## config.mk

```make
export PLATFORM = sky130hd
export DESIGN_NAME = seq_timer
export DESIGN_NICKNAME = d
export VERILOG_FILES = /design/src/rtl/test_sequencer_timer.sv
export SDC_FILE = /design/constraint.sdc
export NUM_CORES = 1
export LEC_CHECK = 0
export BUFFER_PORTS_ARGS = -buffer_cell sky130_fd_sc_hd__clkbuf_2
export CAP_MARGIN = 10
export CORE_MARGIN = 4
export CORE_UTILIZATION = 60
export CTS_CLUSTER_DIAMETER = 200
export DETAILED_ROUTE_END_ITERATION = 7
export HOLD_SLACK_MARGIN = 0.15
export PLACE_DENSITY = 0.86
export SKIP_CTS_REPAIR_TIMING = 1
export SLEW_MARGIN = 20
export SYNTH_ARGS = -nofsm -noshare
export SYNTH_HDL_FRONTEND = slang
export SYNTH_SLANG_ARGS = --single-unit
```

## constraint.sdc

```tcl
create_clock -name clk -period 4 [get_ports clk]
set_input_delay 0.2 -clock clk [delete_from_list [all_inputs] [get_ports clk]]
set_output_delay 0.2 -clock clk [all_outputs]
set_load 0.05 [all_outputs]
```

## src/rtl/test_sequencer_timer.sv

```systemverilog
// ---------------------------------------------------------------------------
// seq_timer
// Phase timer shared by the reset, settle and watchdog phases.
// Ports:
//   clk, arst : clock and asynchronous active-low reset
//   clr       : clear the count to zero (takes priority over en)
//   en        : advance the count by one
//   limit     : phase length in cycles
//   hit       : high while count == limit-1 (last cycle of the phase)
// The count saturates at all-ones instead of wrapping.
// ---------------------------------------------------------------------------
module seq_timer #(
    parameter int TMR_W = 16
) (
    input  logic             clk,
    input  logic             arst,
    input  logic             clr,
    input  logic             en,
    input  logic [TMR_W-1:0] limit,
    output logic             hit
);

    localparam logic [TMR_W-1:0] TMR_ONE = TMR_W'(1);
    localparam logic [TMR_W-1:0] TMR_MAX = '1;

    logic [TMR_W-1:0] count_q;
    logic [TMR_W-1:0] count_d;

    always_comb begin
        count_d = count_q;
        if (clr) begin
            count_d = '0;
        end else if (en && (count_q != TMR_MAX)) begin
            count_d = count_q + TMR_ONE;
        end
    end

    always_ff @(posedge clk or negedge arst) begin
        if (!arst) begin
            count_q <= '0;
        end else begin
            count_q <= count_d;
        end
    end

    assign hit = (count_q == (limit - TMR_ONE));

endmodule

```

==> results.toml <==
[power_and_ir_drop]
peakVddDrop_mv = 0.193
p_leak_nw = 0.584
power_density_nw_per_um2 = 207

[setup_path]
end_kind = "primary output"
rrSetupSlack_ns = 1.96
critical_path.max_fanout = 6
arrival_ns = 2.27
r2r_end = "count_q[4]"
setup.worst_path.class = "in2out"
reg2reg_depth = 7
critical_path_required_ns = 3.80
critPathLaunchType = "primary input"
r2r-start = "count_q[0]"

[yosys]
synth_top_area_share_pct = 28.9
ys_ff_latch = 16
synth_area_leaders = "dfrtp_1 29%, xnor2_1 19%, nor2_1 5.4%"
yosys_warnings = 0
async_flop_share_pct = 100
syn_nets = 182
synthFlopType = "dfrtp_1"
synth_cell_type_count = 40
synth_top_area_cell = "dfrtp_1"
syn_area_per_cell_um2 = 8.66
synthCells = 160
ys_seq_area_share_pct = 28.9
netlist_top_cells_count = "30 x xnor2_1, 20 x nor2_1, 16 x dfrtp_1, 11 x nor3_1"
yosysMostFrequentCell = "xnor2_1"
synth-edff-count = 0
syn-cell-area_um2 = 1390

[floorplanning]
dieArea_um2 = 3140
fp.coreArea_um2 = 2210
rows = 17
fp.dieW_um = 56.0
fp.dieH_um = 56.0
io_pins = 21
start_util_pct = 62.6

[layout]
multiInputGateArea_um2 = 927
final_nets = 203
syn_to_final_growth_pct = 10.1
drive_above_1_share_pct = 17.9
insertedDiodeCount = 0
regMostFlops = "count_q"
seqCellArea_um2 = 400
fill_cells = 177
reg_top3 = "count_q: 16 flops"
largest_reg_flops = 16

[run_status]
status = "complete, no violations"

[place]
preCtsSetupSlack_ns = 1.56
hpwlAfterDp_mm = 2.39
portBuffers = 20
gp_congestion = 0.799

[cts]
clk_latency_ns = 0.29
cts_sinks = 16
clk_path_buf_depth = 2
clockRootBuffer = "clkbuf_4"
h-tree-depth = 1
path_clk_slew_ns = 0.08
numCtsBuffers = 3
cts_tree = "yes"

[grt]
grt_pass1_wl_mm = 5.05
gr-total-overflow = 0
track_usage_pct = 19.6
antenna_found_initial = 0
grt_pass1_vias = 1174
grt_max_degree = 17

[sta]
hold_viol_final = 0
period_share_pct = 61.8
rsz0062_at_grt = "false"
skew_ns = 0.00453
fin_setup_tns_ns = 0
worstMarginPinSlew_ns = 0.746
fmax_mhz = 404
period_minus_slack_ns = 2.47
fin_ws_ns = 1.53
finalSetupViolCount = 0
relSlewSlack_pct = 49.9
slew_viol_final = 0

[drt]
drc = 0
antenna_left = 0
routed_wl_mm = 2.94
drt_iter0_drc = 37
detail_route.wl_per_cell_um = 14.2
drt-vias-per-instance = 5.87
dr.pass1.iters = 4
num_vias = 1216

[min_path]
hold-path-endpoint = "count_q[2]"
min_from = "en"
hold_class = "in2reg"
min_path_cells = 3

[run]
drv_cap = 0
==> final cells by class <==
type / instances / area share, %
Clock buffer: 3 / 1.48
Inverter: 8 / 1.97
Multi-Input combinational cell: 131 / 60.8
Sequential cell: 16 / 26.3
Tap cell: 28 / 2.30
Timing Repair Buffer: 21 / 7.22
==> cell usage in the layout (no fill, tap or decap), drive strengths merged <==
cell and n:
and3 1, nand2b 2, nand2 9, nand3b 1
nor3 14, dfrtp 16, or3 2, nor4 6
mux2i 3, and4b 1, nor2 20, and2 2
a21oi 4, a22oi 2, dlygate4sd3 1, nand4b 1
clkbuf 23, or3b 1, ha 2, a2111oi 1
a31oi 1, inv 8, o31ai 2, nand4 2
and4 2, nor3b 1, o221ai 1, o22ai 1
nor2b 1, xnor2 30, o21ai 5, o211ai 1
nand3 8, xor2 4
==> power by group <==
group | leakage, nW | internal (W) | total (W) | switching (W)
combinational | 0.348 | 0.0000274 | 0.0000639 | 0.0000366
clock | 0.0138 | 0.0000351 | 0.0000845 | 0.0000494
sequential | 0.222 | 0.000164 | 0.000167 | 0.00000314
total | 0.584 | 0.000226 | 0.000315 | 0.0000891
==> cells by family (layout without fill, tap and decap cells) <==
| logic type | after synthesis | count (layout) | share of synthesized area, % |
|---|---|---|---|
| fa+ha+maj | 2 | 2 | 1.81 |
| compound gates | 18 | 18 | 9.49 |
| buf+inv | 13 | 32 | 4.15 |
| mux | 3 | 3 | 2.17 |
| flops | 16 | 16 | 28.9 |
| xor+xnor | 34 | 34 | 21.5 |
| simple gates | 74 | 74 | 32.0 |
==> worst max path at each step <==
stage,start,endpoint,slack (ns),depth (start not counted)
2_1_floorplan,limit[0],hit,1.33,7
3_3_place_gp,limit[0],hit,1.59,8
3_5_place_dp,limit[0],hit,1.56,8
4_1_cts,limit[0],hit,1.53,8
5_1_grt,limit[0],hit,1.40,8
6_report,limit[0],hit,1.53,8
==> layer usage <==
layer,wire (um),track usage [%]
met1,1260,24.1
met3,181,3.25
met4,88,9.15
met2,1420,33.2
met5,0,0
==> through the flow <==
stage | util [%] | instance area [um^2] | cells | power (W) | hold slack (ns)
finish | 68.9 | 1530 | 207 | 0.000315 | 0.240
global placement | 67.5 | 1490 | 203 | 0.000231 | 0.140
CTS | 68.5 | 1520 | 206 | 0.000316 | -0.175
global route | 68.9 | 1530 | 207 | 0.000332 | 0.262
detailed placement | 67.5 | 1490 | 203 | 0.000233 | 0.140
floorplan | - | 1390 | 160 | 0.000206 | -0.0956
==> worst max-delay path, cell delays in order <==
cell       delay (ns)
clkbuf_2         0.13
nor4_4           0.42
and4b_1          0.42
nand2_4          0.08
a2111oi_4        0.35
nand4_1          0.15
nor3_1           0.21
clkbuf_2         0.31
Note: power is estimated with default switching activity, not from simulation.
